<file path="src/rtl/spi_pkg.sv">
// Shared types and constants for the SPI CRC master.
package spi_pkg;

  // Frame sequencer states
  typedef enum logic [1:0] {
    IDLE,
    SHIFT,
    HOLD,
    DONE
  } state_e;

  // Bit positions inside the 2-bit mode word {CPOL, CPHA}
  localparam int unsigned MODE_CPOL = 1;
  localparam int unsigned MODE_CPHA = 0;

  // SAE-J1850 polynomial (implicit top bit dropped) and seed
  localparam logic [7:0] CRC_POLY_DEF = 8'h1D;
  localparam logic [7:0] CRC_INIT_DEF = 8'hFF;

endpackage

</file>
<file path="src/rtl/spi_crc_master_if.sv">
// Host handshake plus SPI pins of the CRC master.
interface spi_crc_master_if #(
  parameter int unsigned DATA_W = 24
);

  logic              start;
  logic [1:0]        mode;
  logic [DATA_W-1:0] tx_data;
  logic              busy;
  logic              done;
  logic [DATA_W-1:0] rx_data;
  logic              crc_err;
  logic              sck;
  logic              csn;
  logic              mo;
  logic              mi;

  modport master (
    input  start, mode, tx_data, mi,
    output busy, done, rx_data, crc_err, sck, csn, mo
  );

  modport slave (
    output start, mode, tx_data, mi,
    input  busy, done, rx_data, crc_err, sck, csn, mo
  );

endinterface

</file>
<file path="src/rtl/spi_crc_serial.sv">
// Bit-serial MSB-first CRC LFSR; clr reseeds, clr+en seeds and folds in one bit.
module spi_crc_serial
  import spi_pkg::*;
#(
  parameter int unsigned      CRC_W    = 8,
  parameter logic [CRC_W-1:0] CRC_POLY = CRC_W'(CRC_POLY_DEF),
  parameter logic [CRC_W-1:0] CRC_INIT = CRC_W'(CRC_INIT_DEF)
) (
  input  logic             clk,
  input  logic             rstn,
  input  logic             clr,
  input  logic             en,
  input  logic             bit_in,
  output logic [CRC_W-1:0] crc
);

  logic [CRC_W-1:0] base_c;
  logic             fb_c;

  // Value the update starts from, and the feedback bit
  always_comb begin
    base_c = clr ? CRC_INIT : crc;
    fb_c   = base_c[CRC_W-1] ^ bit_in;
  end

  // LFSR register
  always_ff @(posedge clk or negedge rstn) begin
    if (!rstn) begin
      crc <= CRC_INIT;
    end else if (en) begin
      crc <= (base_c << 1) ^ (fb_c ? CRC_POLY : '0);
    end else if (clr) begin
      crc <= CRC_INIT;
    end
  end

endmodule

</file>
<file path="src/rtl/spi_crc_master.sv">
// SPI master: DATA_W payload bits then CRC_W CRC bits, MSB first, any mode; SCK is a clk-domain register.
module spi_crc_master
  import spi_pkg::*;
#(
  parameter int unsigned      DATA_W   = 24,
  parameter int unsigned      CRC_W    = 8,
  parameter logic [CRC_W-1:0] CRC_POLY = CRC_W'(CRC_POLY_DEF),
  parameter logic [CRC_W-1:0] CRC_INIT = CRC_W'(CRC_INIT_DEF),
  parameter int unsigned      CLK_DIV  = 4
) (
  input logic              clk,
  input logic              rstn,
  spi_crc_master_if.master bus
);

  localparam int unsigned N      = DATA_W + CRC_W;
  localparam int unsigned EDGES  = 2 * N;
  localparam int unsigned EDGE_W = $clog2(EDGES);
  localparam int unsigned DIV_W  = (CLK_DIV > 1) ? $clog2(CLK_DIV) : 1;
  localparam int unsigned BIT_W  = $clog2(N + 1);

  state_e             state_q, state_d;
  logic [DIV_W-1:0]   div_q, div_d;
  logic [EDGE_W-1:0]  edge_q, edge_d;
  logic               sck_q, sck_d;
  logic               csn_q, csn_d;
  logic               busy_q, busy_d;
  logic               done_q, done_d;

  logic [1:0]         mode_q;
  logic               mo_q;
  logic [DATA_W-1:0]  tx_sr_q;
  logic [CRC_W-1:0]   crc_sr_q;
  logic [BIT_W-1:0]   tx_cnt_q;
  logic [BIT_W-1:0]   rx_cnt_q;
  logic [DATA_W-1:0]  rx_sr_q;
  logic [CRC_W-1:0]   rx_crc_q;
  logic [DATA_W-1:0]  rx_data_q;
  logic               crc_err_q;
  logic [CRC_W-1:0]   crc_tx;
  logic [CRC_W-1:0]   crc_rx;

  logic start_c, div_end_c, sck_edge_c, odd_edge_c, launch_c, sample_c;
  logic tx_pay_c, rx_pay_c, frame_end_c, tx_crc_en_c, tx_crc_bit_c;

  // Edge strobes: edge number edge_q+1 is odd when edge_q is even
  always_comb begin
    start_c      = (state_q == IDLE) && bus.start;
    div_end_c    = (div_q == DIV_W'(CLK_DIV - 1));
    sck_edge_c   = (state_q == SHIFT) && div_end_c;
    odd_edge_c   = ~edge_q[0];
    launch_c     = sck_edge_c && (odd_edge_c == mode_q[MODE_CPHA]) && (tx_cnt_q < BIT_W'(N));
    sample_c     = sck_edge_c && (odd_edge_c != mode_q[MODE_CPHA]);
    tx_pay_c     = (tx_cnt_q < BIT_W'(DATA_W));
    rx_pay_c     = (rx_cnt_q < BIT_W'(DATA_W));
    frame_end_c  = (state_q == HOLD) && div_end_c;
    tx_crc_en_c  = (start_c && !bus.mode[MODE_CPHA]) || (launch_c && tx_pay_c);
    tx_crc_bit_c = start_c ? bus.tx_data[DATA_W-1] : tx_sr_q[DATA_W-1];
  end

  // Sequencer state and registered control outputs
  always_ff @(posedge clk or negedge rstn) begin
    if (!rstn) begin
      state_q <= IDLE;
      div_q   <= '0;
      edge_q  <= '0;
      sck_q   <= 1'b0;
      csn_q   <= 1'b1;
      busy_q  <= 1'b0;
      done_q  <= 1'b0;
    end else begin
      state_q <= state_d;
      div_q   <= div_d;
      edge_q  <= edge_d;
      sck_q   <= sck_d;
      csn_q   <= csn_d;
      busy_q  <= busy_d;
      done_q  <= done_d;
    end
  end

  // Next state: SCK divider and edge counter
  always_comb begin
    state_d = state_q;
    div_d   = div_q;
    edge_d  = edge_q;
    sck_d   = sck_q;
    csn_d   = csn_q;
    busy_d  = busy_q;
    done_d  = 1'b0;
    unique case (state_q)
      IDLE: begin
        if (bus.start) begin
          state_d = SHIFT;
          div_d   = '0;
          edge_d  = '0;
          sck_d   = bus.mode[MODE_CPOL];
          csn_d   = 1'b0;
          busy_d  = 1'b1;
        end
      end
      SHIFT: begin
        div_d = div_end_c ? '0 : div_q + DIV_W'(1);
        if (div_end_c) begin
          sck_d = ~sck_q;
          if (edge_q == EDGE_W'(EDGES - 1)) begin
            state_d = HOLD;
            edge_d  = '0;
          end else begin
            edge_d = edge_q + EDGE_W'(1);
          end
        end
      end
      HOLD: begin
        div_d = div_end_c ? '0 : div_q + DIV_W'(1);
        if (div_end_c) begin
          state_d = DONE;
          sck_d   = mode_q[MODE_CPOL];
          csn_d   = 1'b1;
          done_d  = 1'b1;
        end
      end
      DONE: begin
        state_d = IDLE;
        busy_d  = 1'b0;
      end
      default: state_d = IDLE;
    endcase
  end

  // Shift datapath: launch, sample, and result capture
  always_ff @(posedge clk or negedge rstn) begin
    if (!rstn) begin
      mode_q    <= '0;
      mo_q      <= 1'b0;
      tx_sr_q   <= '0;
      crc_sr_q  <= '0;
      tx_cnt_q  <= '0;
      rx_cnt_q  <= '0;
      rx_sr_q   <= '0;
      rx_crc_q  <= '0;
      rx_data_q <= '0;
      crc_err_q <= 1'b0;
    end else begin
      if (start_c) begin
        mode_q   <= bus.mode;
        rx_cnt_q <= '0;
        if (!bus.mode[MODE_CPHA]) begin
          mo_q     <= bus.tx_data[DATA_W-1];
          tx_sr_q  <= bus.tx_data << 1;
          tx_cnt_q <= BIT_W'(1);
        end else begin
          mo_q     <= 1'b0;
          tx_sr_q  <= bus.tx_data;
          tx_cnt_q <= '0;
        end
      end
      if (launch_c) begin
        tx_cnt_q <= tx_cnt_q + BIT_W'(1);
        if (tx_pay_c) begin
          mo_q    <= tx_sr_q[DATA_W-1];
          tx_sr_q <= tx_sr_q << 1;
        end else if (tx_cnt_q == BIT_W'(DATA_W)) begin
          mo_q     <= crc_tx[CRC_W-1];
          crc_sr_q <= crc_tx << 1;
        end else begin
          mo_q     <= crc_sr_q[CRC_W-1];
          crc_sr_q <= crc_sr_q << 1;
        end
      end
      if (sample_c) begin
        rx_cnt_q <= rx_cnt_q + BIT_W'(1);
        if (rx_pay_c) begin
          rx_sr_q <= (rx_sr_q << 1) | DATA_W'(bus.mi);
        end else begin
          rx_crc_q <= (rx_crc_q << 1) | CRC_W'(bus.mi);
        end
      end
      if (frame_end_c) begin
        mo_q      <= 1'b0;
        rx_data_q <= rx_sr_q;
        crc_err_q <= (rx_crc_q != crc_rx);
      end
    end
  end

  spi_crc_serial #(
    .CRC_W    (CRC_W),
    .CRC_POLY (CRC_POLY),
    .CRC_INIT (CRC_INIT)
  ) u_crc_tx (
    .clk    (clk),
    .rstn   (rstn),
    .clr    (start_c),
    .en     (tx_crc_en_c),
    .bit_in (tx_crc_bit_c),
    .crc    (crc_tx)
  );

  spi_crc_serial #(
    .CRC_W    (CRC_W),
    .CRC_POLY (CRC_POLY),
    .CRC_INIT (CRC_INIT)
  ) u_crc_rx (
    .clk    (clk),
    .rstn   (rstn),
    .clr    (start_c),
    .en     (sample_c && rx_pay_c),
    .bit_in (bus.mi),
    .crc    (crc_rx)
  );

  assign bus.busy    = busy_q;
  assign bus.done    = done_q;
  assign bus.rx_data = rx_data_q;
  assign bus.crc_err = crc_err_q;
  assign bus.sck     = sck_q;
  assign bus.csn     = csn_q;
  assign bus.mo      = mo_q;

endmodule
</file>
<file path="src/flat_wrapper.sv">
// flat-port wrapper written by rule: the top's interface ports become plain ports
module spi_crc_master_flat import spi_pkg::*;
#(
  parameter int unsigned      DATA_W   = 24,
  parameter int unsigned      CRC_W    = 8,
  parameter logic [CRC_W-1:0] CRC_POLY = CRC_W'(CRC_POLY_DEF),
  parameter logic [CRC_W-1:0] CRC_INIT = CRC_W'(CRC_INIT_DEF),
  parameter int unsigned      CLK_DIV  = 4
)
  (clk, rstn, bus_start, bus_mode, bus_tx_data, bus_mi, bus_busy, bus_done, bus_rx_data, bus_crc_err, bus_sck, bus_csn, bus_mo);
  spi_crc_master_if #(.DATA_W(DATA_W)) bus_i ();
  input logic clk;
  input logic rstn;
  input wire logic [$bits(bus_i.start)-1:0] bus_start;
  input wire logic [$bits(bus_i.mode)-1:0] bus_mode;
  input wire logic [$bits(bus_i.tx_data)-1:0] bus_tx_data;
  input wire logic [$bits(bus_i.mi)-1:0] bus_mi;
  output wire logic [$bits(bus_i.busy)-1:0] bus_busy;
  output wire logic [$bits(bus_i.done)-1:0] bus_done;
  output wire logic [$bits(bus_i.rx_data)-1:0] bus_rx_data;
  output wire logic [$bits(bus_i.crc_err)-1:0] bus_crc_err;
  output wire logic [$bits(bus_i.sck)-1:0] bus_sck;
  output wire logic [$bits(bus_i.csn)-1:0] bus_csn;
  output wire logic [$bits(bus_i.mo)-1:0] bus_mo;
  assign bus_i.start = bus_start;
  assign bus_i.mode = bus_mode;
  assign bus_i.tx_data = bus_tx_data;
  assign bus_i.mi = bus_mi;
  assign bus_busy = bus_i.busy;
  assign bus_done = bus_i.done;
  assign bus_rx_data = bus_i.rx_data;
  assign bus_crc_err = bus_i.crc_err;
  assign bus_sck = bus_i.sck;
  assign bus_csn = bus_i.csn;
  assign bus_mo = bus_i.mo;
  spi_crc_master #(.DATA_W(DATA_W), .CRC_W(CRC_W), .CRC_POLY(CRC_POLY), .CRC_INIT(CRC_INIT), .CLK_DIV(CLK_DIV)) u_core (.clk(clk), .rstn(rstn), .bus(bus_i));
endmodule
</file>
<file path="config.mk">
export PLATFORM = sky130hd
export DESIGN_NAME = spi_crc_master_flat
export DESIGN_NICKNAME = d
export VERILOG_FILES = /design/src/rtl/spi_pkg.sv /design/src/rtl/spi_crc_master_if.sv /design/src/rtl/spi_crc_serial.sv /design/src/rtl/spi_crc_master.sv /design/src/flat_wrapper.sv
export SDC_FILE = /design/constraint.sdc
export NUM_CORES = 1
export LEC_CHECK = 0
export CAP_MARGIN = 10
export CORE_UTILIZATION = 58
export CTS_CLUSTER_DIAMETER = 30
export CTS_CLUSTER_SIZE = 16
export DETAILED_ROUTE_END_ITERATION = 12
export PLACE_DENSITY = 0.9
export SYNTH_ARGS = -nofsm -noshare
export SYNTH_HDL_FRONTEND = slang
export SYNTH_SLANG_ARGS = --single-unit
</file>
<file path="constraint.sdc">
create_clock -name clk -period 3.9 [get_ports clk]
set_clock_uncertainty 0.2 [all_clocks]
set_input_delay 0.78 -clock clk [delete_from_list [all_inputs] [get_ports clk]]
set_output_delay 0.78 -clock clk [all_outputs]
set_load 0.1 [all_outputs]
</file>
Word level (Yosys, flattened, before mapping)
Cells that the tools add are included.
{"block": "op_classes", "order_cmp": 3, "mux": 46, "bitwise_logic": 10, "reduce_logical": 30, "n_addsub": 4, "eq_ne": 13}
{"operator": "$mux 24", "count": 4}
{"operator": "$mux 6", "count": 7}
{"operator": "$mux 8", "count": 5}
{"operator": "$or 24x1->24", "count": 1}
{"operator": "$add 6x1->6 const B", "count": 3}
{"operator": "$mux 1", "count": 16}
{"operator": "$xor 8x5->8", "count": 2}
{"operator": "$lt 6x5->1 const B", "count": 2}
{"operator": "$mux 2", "count": 6}
{"operator": "$pmux 6 s2", "count": 1}
{"operator": "$reduce_bool 2->1", "count": 6}
{"operator": "$mux 5", "count": 2}
{"operator": "$reduce_and 2->1", "count": 5}
{"operator": "$logic_and 1x1->1", "count": 9}
{"operator": "$ne 8x8->1", "count": 1}
{"operator": "$or 8x1->8", "count": 1}
{"operator": "$pmux 2 s4", "count": 1}
{"operator": "$reduce_and 4->1", "count": 2}
{"operator": "$eq 2x2->1 const B", "count": 3}
{"operator": "$eq 6x5->1 const B", "count": 1}
{"operator": "$eq 6x6->1 const B", "count": 1}
{"operator": "$lt 6x6->1 const B", "count": 1}
{"operator": "$reduce_and 3->1", "count": 2}
{"operator": "$reduce_bool 3->1", "count": 2}
{"operator": "15 further kinds", "count": 22}
{"block": "word_totals", "elab_cells": 125, "in_bits": 30, "reg_bits": 134, "out_inout_bits": 30}

Depth between registers and ports, before layout
Gate-level depths: netlist of run 1.
{"block": "logic_depth", "depth_word": 7, "depth_mapped": 8, "depth_no_buf": 6}

By module
From an unflattened synthesis of run 1, not the netlist that was laid out.
{"block": "unflattened", "cells_unflattened": 574, "area_unflattened_um2": 6413.7}
{"mod": "spi_crc_master", "seq_area_each_um2": 2929.1, "cells_per_inst": 492, "n_inst": 1, "area_per_inst_um2": 5547.8}
{"mod": "spi_crc_serial", "seq_area_each_um2": 210.2, "cells_per_inst": 41, "n_inst": 2, "area_per_inst_um2": 432.9}

Worst setup path after synthesis of run 1
No wires, ideal clock.
{"block": "synth_timing", "kind": "in2reg", "from": "input port bus_start", "to": "register u_core.mode_q[0]", "setup_slack_ns": 1.856, "path_buffers": 3, "required_time_ns": 3.635, "setup_time_ns": 0.065, "path_stages": 6, "arrival_time_ns": 1.779, "path_cell_list": "nand2_1 -> clkbuf_1 -> clkbuf_1 -> clkbuf_1 -> nand2_1 -> nand2_1"}
{"block": "synth_via", "elab_chain_len": 1}
{"item": "start, declared", "line_no": "flat_wrapper.sv:14", "rtl": "input wire logic [$bits(bus_i.start)-1:0] bus_start;"}
{"item": "$logic_and 1x1->1", "line_no": "spi_crc_master.sv:48", "rtl": "start_c = (state_q == IDLE) && bus.start;"}
{"item": "end signal, assigned", "line_no": "spi_crc_master.sv:146", "rtl": "mode_q <= bus.mode;"}
{"item": "end, declared", "line_no": "spi_crc_master.sv:30", "rtl": "logic [1:0] mode_q;"}
No other way between the ends.
A chain may end at the register's enable or synchronous reset.

Worst setup path after layout of run 1
{"block": "layout_timing", "from": "register u_core.rx_data_q[11], in the netlist u_core.bus.rx_data[11]", "to": "output port bus_rx_data[11]"}
{"item": "start, declared", "line_no": "spi_crc_master.sv:38", "rtl": "logic [DATA_W-1:0] rx_data_q;"}
{"item": "start signal, assigned", "line_no": "spi_crc_master.sv:181", "rtl": "rx_data_q <= rx_sr_q;"}
{"item": "end, declared", "line_no": "flat_wrapper.sv:20", "rtl": "output wire logic [$bits(bus_i.rx_data)-1:0] bus_rx_data;"}
No word-level cell between the ends.

==> metrics.cfg, run 1 <==
[route]
num_vias=4562
wl_met1_mm=5.43
route.detailed.drc=0
dr.pass1.iters=5
ant_nets=0
via_per_inst=5.81
wl_per_cell_um=16.4
routed_wl_mm=12.9
met3_wirelength_um=796
highest_layer=met4
wl_met2_mm=6.47
drt-initial-drc-count=366

[synth]
synth_cell_types=47
synth.yosys.warnings=0
yosys_register_bits=133
yosysMostFrequentCell=dfrtp_1
synthTopCellsByArea=dfrtp_1, mux2_2, dfstp_2
synth-async-reset-ratio_pct=100
synth_common_cells=dfrtp_1, nand2_1, mux2_2
ys_seq_area_share_pct=53.5
syn_area_per_cell_um2=10.8
synth_largest_area_cell=dfrtp_1
syn_nets=620
synth.top_cell.area_share_pct=46.4
synth_cells=580
syn_area_um2=6260
synth_edf_count=0
synth_flop_cell=dfrtp_1

[placed_design]
placed_cell_area_um2=6970
place_ws_ns=1.15
place_hpwl_mm=8.40
gp_congestion=0.829
port_buffers=59

[run_status]
status=completed

[timing]
setup_ws_ns=0.853
hold_viol=0
worstMarginPinSlew_ns=1.02
post-route-min-period_ns=3.05
finalSetupViolCount=0
fmax_mhz=328
period_share_pct=78.1
max_slew_margin_pct=31.7
rsz0062_at_grt=false
fin_setup_tns_ns=0
final_max_slew_viol_count=0

[worst_setup_path]
r2r.worst_path.cells=5
timing.rr.start=u_core.state_q[1]
rrSetupSlack_ns=1.37
crit_family=buffers and inverters
crit_chain=clkdlybuf4s50_1
rr_endpoint=u_core.rx_crc_q[7]
crit_path_start_kind=flop
worst-path-buf-inv=1
path_class=flop to output port
worst_ep_arrival_time_ns=2.07
required_ns=2.92
crit_fanout=2
cp-end-kind=output port
crit_path_top_delay_cell=clkdlybuf4s50_1
max_stage_delay_ns=1.15

[global_route]
grt_pass1_vias=4692
groute.usage.overall_pct=25.5
grt_pass1_wl_mm=22.1
grt_max_degree=69
antenna_found_initial=0
grt-ovfl-total=0

[clock_tree]
cts-root-buf=clkbuf_8
clock-sinks=133
cts_buffers=17
hold_buffers=0
clk_latency_ns=0.53
post_cts_resize_count=0
cts_tree=built
postCtsSetupBuffers=0
ctsLongestPathBuffers=2
htreeDepth=4
clkTransAtPathRegs_ns=0.06

[floorplan]
die_w_um=106
start_util_pct=60.1
coreArea_um2=10400
io_pins=60
die_h_um=106
die_area_um2=11200
num_rows=37

[power]
switching_share_pct=21.8
clock_power_share_pct=50.2
pwr-share-comb_pct=3.4
p_per_area_nw_per_um2=398
switchingPower_mw=0.655
p_seq_share_pct=46.4
power_leakage_nw=3.48
ir_worst_vdd_mv=0.397
intPower_mw=2.35

[final_layout]
diodes=0
syn_to_final_growth_pct=20.8
fin_nets=676
drive_gt1_share_pct=19.0
fin_area_um2=7560

[job]
drv_cap=0

[min_path]
worstHoldPathType=input pin to async pin

## per-stage QoR
step | hold WS, ns | utilization (%) | instances | power [mW]
final | 0.159 | 72.6 | 785 | 3.01
after global routing | 0.231 | 72.6 | 785 | 3.11
after CTS | 0.175 | 72.3 | 784 | 3.03
after detailed placement | 0.271 | 66.9 | 752 | 1.52
after global placement | 0.261 | 66.9 | 752 | 1.52
after floorplan | 0.247 | - | 580 | 1.45
## metal layers
metal,GRT usage [%],vias up
li1,-,2139
met1,31.2,2255
met2,42.3,145
met3,7.73,23
met4,10.4,0
met5,0,-
## registers in the layout, summed over array words and instances, names as in the netlist
| name | cells |
|---|---|
| u_core.bus.mo | 1 |
| u_core.rx_sr_q | 24 |
| u_core.edge_q | 6 |
| u_core.div_q | 2 |
| u_core.bus.busy | 1 |
| u_core.tx_sr_q | 24 |
| u_core.state_q | 2 |
| u_core.rx_cnt_q | 6 |
| u_core.u_crc_tx.crc | 8 |
| u_core.mode_q | 2 |
| u_core.bus.done | 1 |
| u_core.bus.crc_err | 1 |
| u_core.u_crc_rx.crc | 8 |
| u_core.bus.csn | 1 |
| u_core.bus.rx_data | 24 |
| u_core.rx_crc_q | 8 |
| u_core.crc_sr_q | 7 |
| u_core.bus.sck | 1 |
| u_core.tx_cnt_q | 6 |
## kinds of logic after synthesis
logic type | after synthesis | synth area share, %
compound gates | 109 | 9.93
buf+inv | 42 | 2.76
flops | 133 | 53.5
mux | 98 | 16.9
fa+ha+maj | 10 | 2.00
simple gates | 168 | 12.0
xor+xnor | 20 | 2.92
## placed cells by master, fill, tap and decap left out, types with 10 or more instances in the layout
| master | synthesis | final |
|---|---|---|
| nand2_1 | 73 | 72 |
| clkbuf_16 | 0 | 16 |
| ha_1 | 10 | 10 |
| inv_1 | 13 | 13 |
| o21ai_0 | 37 | 37 |
| dfstp_2 | 17 | 17 |
| nand3_1 | 24 | 24 |
| xor2_1 | 13 | 13 |
| mux2i_1 | 38 | 38 |
| clkdlybuf4s50_1 | 0 | 57 |
| mux2_2 | 60 | 60 |
| dfrtp_1 | 116 | 116 |
| a21oi_1 | 40 | 40 |
| nor2_1 | 42 | 42 |
## worst max-delay path by stage
stage | slack [ns] | from | cells past startpoint | to
finish | 0.85 | u_core.bus.rx_data[11] | 1 | bus_rx_data[11]
global route | 0.80 | u_core.bus.rx_data[23] | 1 | bus_rx_data[23]
CTS | 0.81 | u_core.bus.rx_data[11] | 1 | bus_rx_data[11]
detailed placement | 1.15 | bus_start | 6 | u_core.tx_cnt_q[0]
global placement | 1.22 | bus_start | 6 | u_core.bus.mo
floorplan | 1.86 | bus_start | 6 | u_core.mode_q[0]
## power by group through the flow
| stage | Combinational (mW) | Clock (mW) | Sequential, mW |
|---|---|---|---|
| finish | 0.102 | 1.51 | 1.39 |
| global route | 0.115 | 1.60 | 1.39 |
| CTS | 0.105 | 1.54 | 1.39 |
| detailed placement | 0.104 | 0 | 1.42 |
| global placement | 0.101 | 0 | 1.42 |
| floorplan | 0.0356 | 0 | 1.42 |
## final cells by class
class,instances,area [um2]
inverter,13,48.8
timing repair buffer,66,683
sequential,133,3350
multi-input combinational,405,2740
clock inverter,10,97.6
tap,136,170
fill,715,2850
clock buffer,22,473
Power figures use the tool's default switching activity.
==> run 2, diff against run 1 <==
Settings changed: CORE_UTILIZATION 58 to 52, PLACE_DENSITY 0.9 to 0.85.
Clock period 3.9 ns to 2.5 ns, I/O delays scaled along.
==> run 2 against run 1 <==
Sequential power grew 57%. Clock-buffer cell count shrank 1. Utilization shrank 5.9 points. Via count grew 0.42%. Routed wire length grew 1.3%.
==> metrics.cfg, run 2 (synthesis gave the netlist of run 1 again) <==
[run_status]
status=completed

[worst_setup_path]
worst_ep_arrival_time_ns=2.38
path_class=flop to flop
cp-end-kind=flop
crit_path_start_kind=flop
worst-path-buf-inv=0
worstSetupStartpoint=u_core.edge_q[0]
max_stage_delay_ns=0.48
crit_fanout=8
crit_family=simple AND/OR/NAND/NOR gates
required_ns=2.59
timing.rr.start=u_core.edge_q[0]
crit_path_top_delay_cell=xnor2_2
crit_chain=xnor2_2, nand3_1, nor2_2, mux2_2

[timing]
period_share_pct=91.7
hold_viol=0
rsz0062_at_grt=false
fin_setup_tns_ns=0
final_max_slew_viol_count=0
worstMarginPinSlew_ns=0.573
fmax_mhz=436
setup_ws_ns=0.208
finalSetupViolCount=0
max_slew_margin_pct=61.8
hold_ws_ns=0.291
post-route-min-period_ns=2.29

[power]
power_leakage_nw=3.63
intPower_mw=3.87
p_per_area_nw_per_um2=632
switching_share_pct=20.6
p_seq_share_pct=44.6
pwr-share-comb_pct=3.5
clock_power_share_pct=51.9
power_mw=4.88
switchingPower_mw=1.01
ir_worst_vdd_mv=0.475

[route]
dr.pass1.iters=4
ant_nets=0
num_vias=4581
drt-initial-drc-count=278
route.detailed.drc=0
wl_per_cell_um=16.2
via_per_inst=5.69
routed_wl_mm=13.1

[global_route]
grt_pass1_wl_mm=22.3
met1_usage_pct=28.0
grt_max_degree=42
grt.busiest_layer=met2
grt.met3_usage_pct=5.17
antenna_found_initial=0
grt_pass1_vias=4727
grt-ovfl-total=0
groute.usage.overall_pct=22.6
grt_util_met2_pct=37.3

[final_layout]
final_common_cell=dfrtp_1
final_cell_mix=dfrtp_1, nand2_1, mux2_2
diodes=0
n_fill_cell=810
fin_area_um2=7720
syn_to_final_growth_pct=23.3
fin_nets=689
drive_gt1_share_pct=24.6
fin_cells=805
final_util_pct=66.8

[clock_tree]
clk_latency_ns=0.41
clkTransAtPathRegs_ns=0.06
htreeDepth=4
ctsLongestPathBuffers=2
clock-sinks=133
cts_buffers=17
cts-root-buf=clkbuf_16
cts_tree=built
post_cts_resize_count=0

[job]
drv_cap=0

[placed_design]
dp_cells=771
port_buffers=59
gp_congestion=0.824
place_hpwl_mm=8.70
place_ws_ns=0.158
placed_cell_area_um2=7080

[floorplan]
io_pins=60
start_util_pct=54.1
die_w_um=112
die_h_um=112
num_rows=39
coreArea_um2=11600
die_area_um2=12500

[min_path]
min_from=u_core.tx_sr_q[19]
worstHoldPathType=flop to flop

## run 2: cell types whose count changed in the layout (fill, tap and decap cells not counted), moves of 2 or more
cell,change
buf_4,+34
clkdlybuf4s50_1,-29
buf_12,+8
clkbuf_8,-3
bufinv_16,+2
clkinv_4,-2
clkinvlp_4,+2
## run 2: per-layer routing
layer	up-vias	part of all wire, %
met2	123	50
met4	0	2.4
met1	2264	43
li1	2165	-
met5	-	0
met3	29	3.9
## run 2: what timing repair did
action                                  CTS  global route
hold buffers                              1             0
endpoints found under the setup margin    0            25
hold endpoints to repair                 32             0
setup buffers                             0             1
## run 2: area by class of cell
class                   instances  area (um2)  share of cell area (%)
clock buffers                  21         460                    5.96
clock inverters                11         150                    1.94
inverters                      13        48.8                   0.632
multi-input cells             405        2740                    35.5
flip-flops and latches        133        3350                    43.4
well taps                     143         179                    2.32
repair buffers                 79         791                    10.2
## run 2: path summary, 6_finish.rpt
check                           slack [ns]                endpoint  cells after the start
worst min register to register        0.29      u_core.tx_sr_q[20]                      2
worst min-delay path                  0.29      u_core.tx_sr_q[20]                      2
worst max register to register        0.21      u_core.rx_crc_q[1]                      4
worst max-delay path                  0.21      u_core.rx_crc_q[1]                      4
max in group asynchronous             1.01  u_core.u_crc_tx.crc[2]                      3
min in group asynchronous             0.41   u_core.bus.rx_data[9]                      2
## run 2: power by group through the flow
stage | Sequential [mW] | Combinational, mW | Clock [mW]
2_1_floorplan | 2.21 | 0.0555 | 0
3_3_place_gp | 2.21 | 0.169 | 0
3_5_place_dp | 2.21 | 0.174 | 0
4_1_cts | 2.18 | 0.177 | 2.57
5_1_grt | 2.18 | 0.193 | 2.66
6_report | 2.18 | 0.173 | 2.53
## run 2: worst reg2reg max path, stage by stage (launching register included)
cell	delay (ns)
dfrtp_1	0.47
xnor2_2	0.48
nand3_1	0.21
nor2_2	0.41
mux2_2	0.41
==> run 3, diff against run 2 <==
Settings changed: HOLD_SLACK_MARGIN from default to 0.08.
==> results of run 3 <==
The final DEF is identical to that of run 2; final timing and power are the same.
